==> src/rtl/life_gen_engine.sv <==
// Game of Life next-generation engine: streams a ROWS x COLS board one row per cycle and
// writes each next-generation row back in place. Define LIFE_POPCOUNT_EN for population count.
module life_gen_engine #(
    parameter int unsigned COLS         = 8,
    parameter int unsigned ROWS         = 8,
    parameter int unsigned AW           = $clog2(ROWS),
    parameter logic [8:0]  BIRTH_MASK   = 9'b000001000,
    parameter logic [8:0]  SURVIVE_MASK = 9'b000001100,
    parameter bit          WRAP         = 1'b1,
    parameter int unsigned GEN_W        = 16
) (
    input  logic                             clk_i,
    input  logic                             reset_i,
    input  logic                             start_i,
    output logic                             busy_o,
    output logic                             done_o,
    output logic                             rd_en_o,
    output logic [AW-1:0]                    rd_addr_o,
    input  logic [COLS-1:0]                  rd_data_i,
    output logic                             wr_en_o,
    output logic [AW-1:0]                    wr_addr_o,
    output logic [COLS-1:0]                  wr_data_o,
    output logic [GEN_W-1:0]                 gen_count_o,
    output logic [$clog2(ROWS*COLS+1)-1:0]   pop_count_o
);

    localparam int unsigned PCW = $clog2(ROWS*COLS+1);
    localparam int unsigned CW  = $clog2(ROWS+6);
    // Masks widened so a 4-bit neighbour count can index them directly.
    localparam logic [15:0] BirthLut   = {7'b0, BIRTH_MASK};
    localparam logic [15:0] SurviveLut = {7'b0, SURVIVE_MASK};

    typedef enum logic [1:0] {StIdle, StRun, StDone} state_e;

    state_e            state_q, state_d;
    logic [CW-1:0]     cnt_q, cnt_d;
    logic              busy_q, busy_d;
    logic              done_q, done_d;
    logic              rd_en_q, rd_en_d;
    logic [AW-1:0]     rd_addr_q, rd_addr_d;
    logic              wr_en_q, wr_en_d;
    logic [AW-1:0]     wr_addr_q, wr_addr_d;
    logic [COLS-1:0]   top_q, top_d, mid_q, mid_d, bot_q, bot_d;
    logic [COLS-1:0]   save_q, save_d;
    logic [GEN_W-1:0]  gen_q, gen_d;
    logic              start_acc;
    logic              last_cyc;

    assign start_acc = (state_q == StIdle) && start_i;
    assign last_cyc  = (state_q == StRun) && (cnt_q == CW'(ROWS + 4));

    always_comb begin
        state_d   = state_q;
        cnt_d     = cnt_q;
        busy_d    = busy_q;
        done_d    = 1'b0;
        rd_en_d   = 1'b0;
        rd_addr_d = rd_addr_q;
        wr_en_d   = 1'b0;
        wr_addr_d = wr_addr_q;
        top_d     = top_q;
        mid_d     = mid_q;
        bot_d     = bot_q;
        save_d    = save_q;
        gen_d     = gen_q;
        unique case (state_q)
            StIdle: begin
                if (start_i) begin
                    state_d   = StRun;
                    cnt_d     = CW'(1);
                    busy_d    = 1'b1;
                    rd_en_d   = 1'b1;
                    rd_addr_d = AW'(ROWS - 1);
                    wr_addr_d = '0;
                end
            end
            StRun: begin
                cnt_d   = cnt_q + CW'(1);
                rd_en_d = (cnt_q <= CW'(ROWS));
                wr_en_d = (cnt_q >= CW'(4)) && (cnt_q <= CW'(ROWS + 3));
                if (rd_en_q) begin
                    rd_addr_d = (rd_addr_q == AW'(ROWS - 1)) ? '0 : rd_addr_q + AW'(1);
                end
                if (wr_en_q && (wr_addr_q != AW'(ROWS - 1))) begin
                    wr_addr_d = wr_addr_q + AW'(1);
                end
                // Window shifts in rows ROWS-1, 0..ROWS-1, then the saved original row 0.
                if ((cnt_q >= CW'(2)) && (cnt_q <= CW'(ROWS + 2))) begin
                    top_d = mid_q;
                    mid_d = bot_q;
                    bot_d = rd_data_i;
                end else if (cnt_q == CW'(ROWS + 3)) begin
                    top_d = mid_q;
                    mid_d = bot_q;
                    bot_d = save_q;
                end
                if (cnt_q == CW'(3)) begin
                    save_d = rd_data_i;
                end
                if (last_cyc) begin
                    state_d = StDone;
                    busy_d  = 1'b0;
                    done_d  = 1'b1;
                    gen_d   = gen_q + GEN_W'(1);
                end
            end
            StDone: begin
                state_d = StIdle;
            end
            default: begin
                state_d = StIdle;
            end
        endcase
    end

    always_ff @(posedge clk_i) begin
        if (reset_i) begin
            state_q   <= StIdle;
            cnt_q     <= '0;
            busy_q    <= 1'b0;
            done_q    <= 1'b0;
            rd_en_q   <= 1'b0;
            rd_addr_q <= '0;
            wr_en_q   <= 1'b0;
            wr_addr_q <= '0;
            top_q     <= '0;
            mid_q     <= '0;
            bot_q     <= '0;
            save_q    <= '0;
            gen_q     <= '0;
        end else begin
            state_q   <= state_d;
            cnt_q     <= cnt_d;
            busy_q    <= busy_d;
            done_q    <= done_d;
            rd_en_q   <= rd_en_d;
            rd_addr_q <= rd_addr_d;
            wr_en_q   <= wr_en_d;
            wr_addr_q <= wr_addr_d;
            top_q     <= top_d;
            mid_q     <= mid_d;
            bot_q     <= bot_d;
            save_q    <= save_d;
            gen_q     <= gen_d;
        end
    end

    // Dead-edge mode blanks the neighbour row that falls off the board.
    logic [COLS-1:0] top_eff, bot_eff;
    assign top_eff = (!WRAP && (wr_addr_q == '0)) ? '0 : top_q;
    assign bot_eff = (!WRAP && (wr_addr_q == AW'(ROWS - 1))) ? '0 : bot_q;

    for (genvar c = 0; c < int'(COLS); c++) begin : g_cell
        localparam int Lc  = (c == 0) ? int'(COLS) - 1 : c - 1;
        localparam int Rc  = (c == int'(COLS) - 1) ? 0 : c + 1;
        localparam bit LOk = WRAP || (c != 0);
        localparam bit ROk = WRAP || (c != int'(COLS) - 1);
        logic [3:0] n;
        assign n = {3'b000, top_eff[Lc] & LOk} + {3'b000, top_eff[c]} +
                   {3'b000, top_eff[Rc] & ROk} + {3'b000, mid_q[Lc] & LOk} +
                   {3'b000, mid_q[Rc] & ROk}   + {3'b000, bot_eff[Lc] & LOk} +
                   {3'b000, bot_eff[c]}        + {3'b000, bot_eff[Rc] & ROk};
        assign wr_data_o[c] = mid_q[c] ? SurviveLut[n] : BirthLut[n];
    end

`ifdef LIFE_POPCOUNT_EN
    function automatic logic [PCW-1:0] row_pop(input logic [COLS-1:0] row);
        logic [PCW-1:0] s;
        s = '0;
        for (int i = 0; i < int'(COLS); i++) begin
            s = s + PCW'(row[i]);
        end
        return s;
    endfunction

    logic [PCW-1:0] acc_q, acc_d, pop_q, pop_d;

    always_comb begin
        acc_d = acc_q;
        pop_d = pop_q;
        if (start_acc) begin
            acc_d = '0;
        end else if (wr_en_q) begin
            acc_d = acc_q + row_pop(wr_data_o);
        end
        if (last_cyc) begin
            pop_d = acc_q + row_pop(wr_data_o);
        end
    end

    always_ff @(posedge clk_i) begin
        if (reset_i) begin
            acc_q <= '0;
            pop_q <= '0;
        end else begin
            acc_q <= acc_d;
            pop_q <= pop_d;
        end
    end

    assign pop_count_o = pop_q;
`else
    assign pop_count_o = '0;
`endif

    assign busy_o      = busy_q;
    assign done_o      = done_q;
    assign rd_en_o     = rd_en_q;
    assign rd_addr_o   = rd_addr_q;
    assign wr_en_o     = wr_en_q;
    assign wr_addr_o   = wr_addr_q;
    assign gen_count_o = gen_q;

endmodule
==> config.mk <==
export PLATFORM = sky130hd
export DESIGN_NAME = life_gen_engine
export DESIGN_NICKNAME = d
export VERILOG_FILES = /design/src/rtl/life_gen_engine.sv
export SDC_FILE = /design/constraint.sdc
export NUM_CORES = 1
export LEC_CHECK = 0
export ABC_AREA = 0
export ABC_CLOCK_PERIOD_IN_PS = 9850
export CAP_MARGIN = 40
export CELL_PAD_IN_SITES_DETAIL_PLACEMENT = 1
export CELL_PAD_IN_SITES_GLOBAL_PLACEMENT = 1
export CORE_MARGIN = 4
export CORE_UTILIZATION = 31
export CTS_BUF_LIST = sky130_fd_sc_hd__clkbuf_16
export DETAILED_ROUTE_END_ITERATION = 16
export PLACE_DENSITY_LB_ADDON = 0.1
export SYNTH_ARGS = -nofsm -noshare
export SYNTH_HDL_FRONTEND = slang
export SYNTH_SLANG_ARGS = --single-unit
==> constraint.sdc <==
create_clock -name clk_i -period 9.85 [get_ports clk_i]
set_input_delay 1.97 -clock clk_i [delete_from_list [all_inputs] [get_ports clk_i]]
set_output_delay 1.97 -clock clk_i [all_outputs]
set_load 0.005 [all_outputs]
After elaboration in Yosys (flattened, before gate mapping)

Memories as Yosys holds them, arrays and structs flattened.
Index checks and enable logic that the tools add are counted.

Output and inout port bits: 41
Memories kept: 16
ROM bits: 256
Flip-flop bits (word level): 64
Bits of input ports: 11
Word-level logic and storage cells: 177

Muxes and demuxes: 48
$add $sub $neg: 60
Bitwise logic cells: 1
Order comparisons: 13
Reductions and logical operators: 16
Eq/ne operators: 10

Memory list:

| name             | words | bits a word | rd ports | clocked after memory_dff | wr ports | line | text |
|---|---|---|---|---|---|---|---|
| (name not given) | 16    | 1           | 1        | 0                        | 0        | 163  | `assign wr_data_o[c] = mid_q[c] ? SurviveLut[n] : BirthLut[n];` |
| (name not given) | 16    | 1           | 1        | 0                        | 0        | 163  |  |
| (name not given) | 16    | 1           | 1        | 0                        | 0        | 163  |  |
| (name not given) | 16    | 1           | 1        | 0                        | 0        | 163  |  |
| (name not given) | 16    | 1           | 1        | 0                        | 0        | 163  |  |
| (name not given) | 16    | 1           | 1        | 0                        | 0        | 163  |  |
| 10 more memories | --    | --          | --       | --                       | --       | --   |  |

Operator list:

| kind                  | count |
|---|---|
| $add 4x1->4           | 32 |
| $mux 8                | 6 |
| $lt 4x5->1 const B    | 8 |
| $add 3x1->4           | 8 |
| $mux 1                | 28 |
| $add 2x1->3           | 8 |
| $add 1x1->2           | 8 |
| $add 16x1->16 const B | 1 |
| $mux 3                | 5 |
| $le 4x4->1 const B    | 3 |
| $pmux 3 s2            | 2 |
| $reduce_and 2->1      | 5 |
| $reduce_and 3->1      | 3 |
| $eq 4x4->1 const B    | 2 |
| $pmux 4 s2            | 1 |
| $add 3x1->3 const B   | 2 |
| $ne 2x2->1 const B    | 3 |
| $add 4x1->4 const B   | 1 |
| $eq 4x2->1 const B    | 1 |
| $ge 4x2->1 const B    | 1 |
| $ge 4x3->1 const B    | 1 |
| $logic_and 1x1->1     | 4 |
| $mux 2                | 2 |
| $mux 4                | 1 |
| other kinds (10)      | 12 |

Logic depth before layout (Yosys ltp)

Depth after elaboration: 10
Mapped depth: 10
Depth with buffers taken out: 10

Worst setup path before layout

OpenSTA, ideal clock, no wires.

Path kind: register to output
Start: reg mid_q[0]
End: out wr_data_o[1]
Arrival: 2.753 ns
Cell stages (with the launch flop): 10
Setup slack: 5.127 ns
Required time: 7.880 ns
Path buffers: 0
Path through: dfxtp_1 > fa_1 > inv_1 > fa_1 > fa_1 > inv_1 > ha_1 > fa_1 > o21ai_0 > o211a_1

Word-level cells in the longest chain between the ends: 8
Elaborated cells on any way between the ends: 10
Those cells by class: 5 x add/sub; 3 x mux; 2 x memory

RTL lines:

| element                      | line | text |
|---|---|---|
| start: declaration           | 43   | `logic [COLS-1:0] top_q, top_d, mid_q, mid_d, bot_q, bot_d;` |
| start signal: assignment     | 141  | `mid_q <= mid_d;` |
| $add 3x1->4 (*)              | 160  | `{3'b000, top_eff[Rc] & ROk} + {3'b000, mid_q[Lc] & LOk} +` |
| $add 4x1->4 (*)              | 160  |  |
| $add 4x1->4 (*) (2 in a row) | 161  | `{3'b000, mid_q[Rc] & ROk} + {3'b000, bot_eff[Lc] & LOk} +` |
| $add 4x1->4 (*)              | 162  | `{3'b000, bot_eff[c]} + {3'b000, bot_eff[Rc] & ROk};` |
| $mem_v2 16x1                 | --   |  |
| $mux 1 (implied by the code) | 163  |  |
| $mux 1 (*)                   | 163  |  |
| end: declaration             | 22   | `output logic [COLS-1:0] wr_data_o,` |

Every way passes the cells marked *; elsewhere a longest branch is shown, timed or not. The select of a mux whose other input is x is not followed.

Worst setup path after layout

Start: reg mid_q[0]
End: out wr_data_o[7]

Word-level cells in the longest chain between the ends: 7
Elaborated cells on any way between the ends: 9
Those cells by class: 4 x add/sub; 3 x mux; 2 x memory

RTL lines:

| element                      | line |
|---|---|
| $add 4x1->4 (*)              | 160 |
| $add 4x1->4 (*) (2 in a row) | 161 |
| $add 4x1->4 (*)              | 162 |
| $mem_v2 16x1                 | -- |
| $mux 1 (implied by the code) | 163 |
| $mux 1 (*)                   | 163 |

Marked as above.

==> flow_summary.json <==
{
  "outcome": "complete, no violations",
  "proportion_of_synthesized_flip_flops_having_asynchronous_set_or_reset_pct": 0,
  "synth.ff_latch_count": 64,
  "htree_num_levels": 3,
  "dpl_worst_slack_ns": 4.44,
  "rsz0062_at_grt": "false",
  "yosysWarningCount": 0,
  "antenna_found_initial": 0,
  "die_height_um": 125,
  "finalNonFillerCells": 668,
  "syn_to_final_growth_pct": 20.4,
  "avg_cell_area_syn_um2": 9.54,
  "cts-buffers-inserted": 9,
  "post-route-period-util_pct": 58.0,
  "netlist_top_cells_count": "dfxtp_1 (64), inv_1 (53), a21oi_1 (36)",
  "routabilityCongestion": 0.706,
  "fin_worst_skew_ns": 0.00527,
  "clock_path_buffers": 2,
  "syn-instance-count": 447,
  "row_count": 42,
  "worst_slew_pin_slew_ns": 0.809,
  "cap_viol_max_count": 0,
  "area_inside_the_core_boundary_um2": 13300,
  "cts.sinks": 64,
  "cp_data_required_time_ns": 7.88,
  "n_fill_cell": 1533,
  "dp_hpwl_um": 7470,
  "routed_wirelength_um": 10000,
  "worstSetupStartpointType": "flip-flop",
  "clk_pin_slew_ns": 0.06,
  "post_synth_main_area_contributors": "dfxtp_1 (30%), fa_1 (15%), ha_1 (10%), inv_1 (4.7%), a21oi_1 (4.2%)",
  "seq_area_frac_synth_pct": 30.0,
  "holdCritStartpoint": "save_q[0]",
  "worst_setup_path_startpoint": "mid_q[0]",
  "slew_headroom_pct": 46.0,
  "layout.nets": 565,
  "post_synth_instance_area_um2": 4270,
  "cts_resized": 0,
  "via_per_inst": 4.81,
  "fp.dieArea_um2": 15700,
  "number_of_global_route_vias_before_repair": 3509,
  "dpl.cell_count": 653,
  "irDropWorstVdd_v": 0.000101,
  "critical_path.endpoint_type": "output port",
  "route.vias.total": 3216,
  "setup_viol_count_final": 0,
  "timing.final.crit_period_ns": 5.71,
  "synth_top_cell_by_area": "dfxtp_1",
  "drive_above_1_share_pct": 6.91,
  "initialDrtViolationCount": 100,
  "cts_post_setup_buffers_inserted": 0,
  "layout.cell_area.non_filler_um2": 5130,
  "critical_path.reg2reg.startpoint": "cnt_q[2]",
  "clk_root_buffer_cell": "clkbuf_16",
  "ys_types": 47,
  "grt_max_degree": 74,
  "report.final.hold_viol_count": 0,
  "final_slew_violations": 0,
  "synth_enable_flop_cells": 0,
  "insertion_delay_ns": 0.33,
  "yosysMostFrequentCell": "dfxtp_1",
  "cts_hold_buf": 0,
  "portBuffers": 44,
  "drtAntennaViolNets": 0,
  "synth-main-ff-cell": "dfxtp_1",
  "detail_route.drc_violations": 0,
  "timing.setup.tns_ns": 0,
  "finalWorstSetupSlack_ns": 4.14,
  "cp_data_arrival_time_ns": 3.74,
  "grt_usage_pct": 13.5,
  "initial_utilization_pct": 32.0,
  "placement.cell_area_um2": 4830,
  "fmax_ghz": 0.175,
  "leakagePower_nw": 2.18,
  "wl_per_cell_um": 15.0,
  "post_synth_top_area_share_pct": 30.0,
  "tritoncts": "yes",
  "global_route.overflow_total": 0,
  "hold_path_class": "reg2reg",
  "cp_max_fo": 4,
  "power_density_nw_per_um2": 126,
  "boundaryPins": 52,
  "kind_of_critical_path": "reg2out",
  "drtPass1Iterations": 4,
  "floorplan.die.width_um": 125,
  "grt_first_pass_wirelength_um": 17500,
  "num_antenna_cells": 0
}
==> cells in the final DEF, fill, tap and decap left out, types with 2 or more instances in the layout <==
cell type / synthesis / final
fa_1: 32 / 32
a21oi_1: 36 / 36
conb_1: 1 / 7
xnor2_1: 2 / 2
nand4_1: 4 / 4
buf_4: 9 / 2
or3_1: 7 / 7
a211oi_1: 3 / 3
dfxtp_1: 64 / 64
and3_1: 3 / 3
xor2_1: 4 / 4
nand3b_1: 3 / 3
o211a_1: 8 / 8
bufinv_16: 0 / 2
nand2b_1: 26 / 26
nand3_1: 13 / 13
o21ai_0: 15 / 15
clkbuf_16: 0 / 9
nor3_1: 19 / 19
and4_1: 2 / 2
a2111oi_2: 7 / 7
clkdlybuf4s50_1: 0 / 43
clkinv_2: 0 / 2
a31oi_1: 3 / 3
nor3b_1: 2 / 2
o22ai_1: 2 / 2
ha_1: 34 / 34
inv_1: 53 / 55
nand2_1: 30 / 30
nor2_1: 18 / 18
mux2i_1: 17 / 17
==> power by group <==
group          switching [mW]  internal [mW]  leakage, nW
clock network           0.115          0.217        0.158
registers             0.00428          0.263        0.518
logic                  0.0262         0.0198         1.51
==> per-layer routing <==
metal	global-route usage (%)	wire length, um	part of all wire, %	vias to the layer above
li1	-	-	-	1598
met1	16.4	4500	45	1572
met5	0	0	0	-
met4	4.02	132	1.3	0
met3	3.75	329	3.3	11
met2	23.5	5070	51	35
==> worst paths after layout <==
check | endpoint | slack [ns] | cells past startpoint
max reg2reg | mid_q[1] | 7.49 | 6
max | wr_data_o[7] | 4.14 | 10
min reg2reg | save_q[0] | 0.46 | 2
min | save_q[0] | 0.46 | 2
==> metrics by stage <==
| stage | hold WS (ns) | power, mW | util, % |
|---|---|---|---|
| after CTS | 0.459 | 0.660 | 38.5 |
| final | 0.458 | 0.646 | 38.5 |
| after global routing | 0.468 | 0.680 | 38.5 |
| after global placement | 0.445 | 0.319 | 36.2 |
| after detailed placement | 0.450 | 0.320 | 36.2 |
| after floorplan | 0.437 | 0.304 | - |
==> logic make-up (layout without fill, tap and decap cells) <==
| logic type | after synthesis | after routing | share of synthesized area [%] |
|---|---|---|---|
| buffers and inverters | 75 | 114 | 7.65 |
| xor gates and xnor gates | 6 | 6 | 1.23 |
| adders and majority gates | 66 | 66 | 25.0 |
| and+or+nand+nor | 136 | 136 | 17.4 |
| DFF | 64 | 64 | 30.0 |
| muxes | 17 | 17 | 3.99 |
| other | 1 | 7 | 0.0879 |
| AOI/OAI and AO/OA | 82 | 82 | 14.6 |
==> cell type report <==
class / count / area (um^2) / share of cell area [%]
multi-input cells: 314 / 2680 / 52.2
clock inverters: 6 / 77.6 / 1.51
clock buffers: 9 / 225 / 4.39
repair buffers: 46 / 450 / 8.77
well taps: 176 / 220 / 4.29
flip-flops and latches: 64 / 1280 / 25.0
inverters: 53 / 199 / 3.87
==> critical path: stages, from the launching register on <==
cell and delay, ns:
dfxtp_1 0.39, fa_1 0.56, inv_1 0.05, fa_1 0.46, fa_1 0.49, inv_1 0.04, ha_1 0.19, fa_1 0.38
o21ai_0 0.17, o211a_1 0.18, clkdlybuf4s50_1 0.49
==> flip-flops by register name, indices dropped and copies added (netlist names), 2 cells and up <==
register	count
gen_count_o	16
bot_eff	8
mid_q	8
top_eff	8
wr_addr_o	3
save_q	8
cnt_q	4
rd_addr_o	3
state_q	2
Note: power is estimated with default switching activity, not from simulation.
==> edit 1, RTL diff (same flow settings) <==
Set the parameter `GEN_W` to 24 (it was 16).
--- a/src/rtl/life_gen_engine.sv
+++ b/src/rtl/life_gen_engine.sv
@@ -9,3 +9,3 @@
     parameter bit          WRAP         = 1'b1,
-    parameter int unsigned GEN_W        = 16
+    parameter int unsigned GEN_W        = 24
 ) (
Ports: changed (resized gen_count_o); port bits go from 52 to 60. The function was not compared with the original's and may differ.
==> edit 1 against the unedited design <==
  * Area after synthesis is 10% higher
  * Highest routed layer unchanged
  * Sequential cell count is 8 higher
  * Die area is 9.7% higher
  * Total power is 6.4% higher
  * Non-clock buffer count is 9 higher
  * Maximum frequency is 0.33% lower
  * Critical endpoint unchanged
  * Wire length is 22% higher
  * Worst setup slack worse by 0.019 ns
  * Critical path type unchanged
  * Cell area is 10% higher
  * Critical path depth stayed put
==> edit 1: results (changes against the unedited design) <==
- Status: finished, final reports clean (unchanged)
- Post-DP HPWL: 9220 um (was 7470 um)
- Cell total after placement: 730 (was 653)
- Layout cells sized above 1: 0.0498 (was 0.0691)
- Vias: 3791 (was 3216)
- 1st-pass router iterations: 5 (was 4)
- Largest vdd supply drop: 0.0561 mV (was 0.101 mV)
- # port buffers: 52 (was 44)
- Synth top cells by count: 72 x dfxtp_1, 52 x inv_1, 41 x nor2_1 (was 64 x dfxtp_1, 53 x inv_1, 36 x a21oi_1)
- Max reg flops: 24 (was 16)
- GRT Total Usage: 0.148 (was 0.135)
- Mux contribution to synthesized area: 0.0452 (was 0.0399)
- WL met2: 5960 um (was 5070 um)
- Worst Path Arrival: 3.76 ns (was 3.74 ns)
- Largest net degree at the start of global routing: 82 (was 74)
- GR Util met2: 0.256 (was 0.235)
- Wire per inst: 16.4 um (was 15.0 um)
- Max-Slew Margin vs Limit: 0.443 (was 0.460)
- Post-synthesis xor/xnor area fraction: 0.0167 (was 0.0123)
- WL met1: 5660 um (was 4500 um)
- Synth area leaders: dfxtp_1 31%, fa_1 14%, ha_1 9.0%, inv_1 4.1%, mux2i_1 4.0% (was dfxtp_1 30%, fa_1 15%, ha_1 10%, inv_1 4.7%, a21oi_1 4.2%)
- Setup skew after layout: 0.00465 ns (was 0.00527 ns)
- Grt met1 use: 0.187 (was 0.164)
- Adder-cell share of the synthesized area: 0.226 (was 0.250)
- Nets: 634 (was 565)
-- edit 1: changes by cell type after synthesis, moves of 6 or more --
cell	unedited run	this run
or4_1	1	7
o211a_1	8	16
nor3_1	19	5
dfxtp_1	64	72
a221oi_1	0	8
a2111oi_2	7	0
nor2_1	18	41
nand3_1	13	19
o31ai_1	1	8
-- edit 1: metrics by stage --
| step | hold WS, ns | util | power [mW] | setup slack (ns) |
|---|---|---|---|---|
| floorplan | 0.436 | - | 0.332 | 5.13 |
| detailed placement | 0.457 | 0.364 | 0.348 | 4.42 |
| global placement | 0.443 | 0.364 | 0.346 | 4.48 |
| finish | 0.461 | 0.386 | 0.687 | 4.12 |
| global route | 0.476 | 0.386 | 0.717 | 3.93 |
| CTS | 0.464 | 0.386 | 0.697 | 4.05 |
-- edit 1: worst paths after layout --
path | startpoint | to | slack, ns | depth (start not counted)
worst max-delay path | mid_q[0]$_SDFFE_PP0P_ | wr_data_o[7] | 4.12 | 10
worst min-delay path | save_q[6]$_SDFFE_PP0P_ | save_q[6]$_SDFFE_PP0P_ | 0.46 | 2
worst max register to register | cnt_q[2]$_SDFFE_PP0P_ | mid_q[6]$_SDFFE_PP0P_ | 7.38 | 7
worst min register to register | save_q[6]$_SDFFE_PP0P_ | save_q[6]$_SDFFE_PP0P_ | 0.46 | 2
-- edit 1: cell type report --
cell class,count,area [um2],area share
Timing Repair Buffer,55,542,0.0956
Clock buffer,9,225,0.0397
Tap cell,184,230,0.0406
Sequential cell,72,1440,0.254
Multi-Input combinational cell,367,2950,0.520
Clock inverter,7,86.3,0.0152
Inverter,52,195,0.0344
-- edit 1: power breakdown --
part           leakage [nW]  internal [mW]  switching (mW)
combinational          1.63         0.0180          0.0231
clock                 0.144          0.219           0.127
sequential            0.582          0.295         0.00423
==> edit 2, RTL diff (config.mk and constraints unchanged) <==
Made on the original files. Encoding of `state_e`: now one-hot (3 bits for 3 states).
--- a/src/rtl/life_gen_engine.sv
+++ b/src/rtl/life_gen_engine.sv
@@ -32,3 +32,3 @@
 
-    typedef enum logic [1:0] {StIdle, StRun, StDone} state_e;
+    typedef enum logic [2:0] {StIdle = 3'b001, StRun = 3'b010, StDone = 3'b100} state_e;
 
Function: same outputs for any inputs over 4 cycles, from zero or initial values and one cycle with reset_i high; so few cycles prove little.
==> edit 2 against the unedited design <==
  * Total power down 9.6%
  * Cell area down 0.41%
  * Critical endpoint is now wr_data_o[4]
  * Sequential cell count increased by 1
  * Maximum frequency shrank 1.6%
  * Worst setup slack worse by 0.091 ns
  * Worst hold slack better by 0.0011 ns
  * Wire length increased by 0.53%
  * Area after synthesis decreased by 1.0%
==> edit 2: results (changes against the unedited design) <==
- Clock slew at reported path FFs: 0.06 ns (about the same)
- Cell total after placement: 660 (was 653)
- Ys Warns: 0 (unchanged)
- Post-DP Area: 4850 um2 (was 4830 um2)
- Worst Path Arrival: 3.84 ns (was 3.74 ns)
- Clock Tree Buf Depth: 2 (unchanged)
- Adder-cell share of the synthesized area: 0.252 (was 0.250)
- GRT Total Usage: 0.136 (was 0.135)
- Initial antenna violation count: 0 (unchanged)
- Setup skew after layout: 0.00455 ns (was 0.00527 ns)
- Register area share after synthesis: 0.308 (was 0.300)
- Nets: 572 (was 565)
- Post-synthesis compound-gate area fraction: 0.111 (was 0.146)
- Largest net degree at the start of global routing: 40 (was 74)
- Synth top cells by count: 65 x dfxtp_1, 53 x inv_1, 38 x nand2_1 (was 64 x dfxtp_1, 53 x inv_1, 36 x a21oi_1)
- Max reg flops: 16 (unchanged)
- Post-DP HPWL: 7730 um (was 7470 um)
- Worst-Skew Late Latency: 0.33 ns (about the same)
- H-Tree Level Count: 3 (unchanged)
- Layout cells sized above 1: 0.0520 (was 0.0691)
- Area leader, netlist: dfxtp_1 (unchanged)
- TritonCTS Buffers: 9 (unchanged)
- Status: finished, final reports clean (unchanged)
- LEAKAGE: 2.35 nW (was 2.18 nW)
- Mux contribution to synthesized area: 0.0758 (was 0.0399)
- Initial drt markers: 64 (was 100)
- GPL Wtd Cong: 0.746 (was 0.706)
- Post-synthesis xor/xnor area fraction: 0.0166 (was 0.0123)
- Routed wire length: 10100 um (was 10000 um)
- Post-CTS setup buffer count: 0 (unchanged)
- DP Worst Slack: 4.37 ns (was 4.44 ns)
- First-pass GRT wire length: 17100 um (was 17500 um)
- Synthesized area per cell: 9.37 um2 (was 9.54 um2)
- Final setup vio count: 0 (unchanged)
- Largest vdd supply drop: 0.0823 mV (was 0.101 mV)
- Synth cell types: 47 (unchanged)
- Final non-filler cell total: 676 (was 668)
- Async S/R FF share, synth: 0 (unchanged)
- Synth area leaders: dfxtp_1 31%, fa_1 15%, ha_1 10%, mux2i_1 7.6%, inv_1 4.7% (was dfxtp_1 30%, fa_1 15%, ha_1 10%, inv_1 4.7%, a21oi_1 4.2%)
- Worst Path Max Fanout: 4 (unchanged)
- Vias in the first global route: 3538 (was 3509)
- Root Buffer: clkbuf_16 (unchanged)
- N_diodes: 0 (unchanged)
- # resized after CTS: 0 (unchanged)
- Max-Slew Margin vs Limit: 0.634 (was 0.460)
- Via/cell ratio: 4.90 (was 4.81)
- HP Class: flip-flop to flip-flop (unchanged)
- 1st-pass router iterations: 5 (was 4)
- # port buffers: 44 (unchanged)
==> edit 2: power breakdown <==
| group | internal [mW] | switching, mW |
|---|---|---|
| clock network | 0.167 | 0.119 |
| registers | 0.266 | 0.00307 |
| logic | 0.0139 | 0.0149 |
==> edit 2: final cells by class <==
cell class                      count  area, um2
Timing Repair Buffer               51        513
Sequential cell                    65       1300
Multi-Input combinational cell    314       2610
Clock inverter                      7       37.5
Fill cell                        1534       8180
Clock buffer                        9        225
Inverter                           54        203
Tap cell                          176        220
==> edit 2: path summary, 6_finish.rpt <==
| kind | from | to | slack (ns) | cells after the start |
|---|---|---|---|---|
| worst max-delay path | mid_q[3]$_SDFFE_PP0P_ | wr_data_o[4] | 4.04 | 10 |
| worst min-delay path | top_eff[7]$_SDFFE_PP0P_ | top_eff[7]$_SDFFE_PP0P_ | 0.46 | 2 |
| worst max register to register | state_q[1]$_SDFFE_PP0P_ | gen_count_o[12]$_SDFFE_PP0P_ | 7.65 | 5 |
| worst min register to register | top_eff[7]$_SDFFE_PP0P_ | top_eff[7]$_SDFFE_PP0P_ | 0.46 | 2 |
==> edit 2: metal layers <==
metal | up-vias | track usage | part of all wire
li1 | 1621 | - | -
met3 | 13 | 0.0296 | 0.029
met2 | 35 | 0.242 | 0.52
met1 | 1645 | 0.156 | 0.44
met4 | 0 | 0.0574 | 0.019
met5 | - | 0 | 0
==> edit 2: worst max-delay path: stages (launching register included) <==
cell and delay, ns:
dfxtp_1 0.39, fa_1 0.57, inv_1 0.05, fa_1 0.45, fa_1 0.49, inv_1 0.05
ha_1 0.21, fa_1 0.39, o21ai_0 0.18, o211a_1 0.21, clkdlybuf4s50_1 0.51
==> edit 2: logic make-up after synthesis <==
logic type	Yosys count
simple gates	132
xor+xnor	8
buf+inv	78
other cells	1
mux	32
fa+ha+maj	66
flops	65
compound gates	69
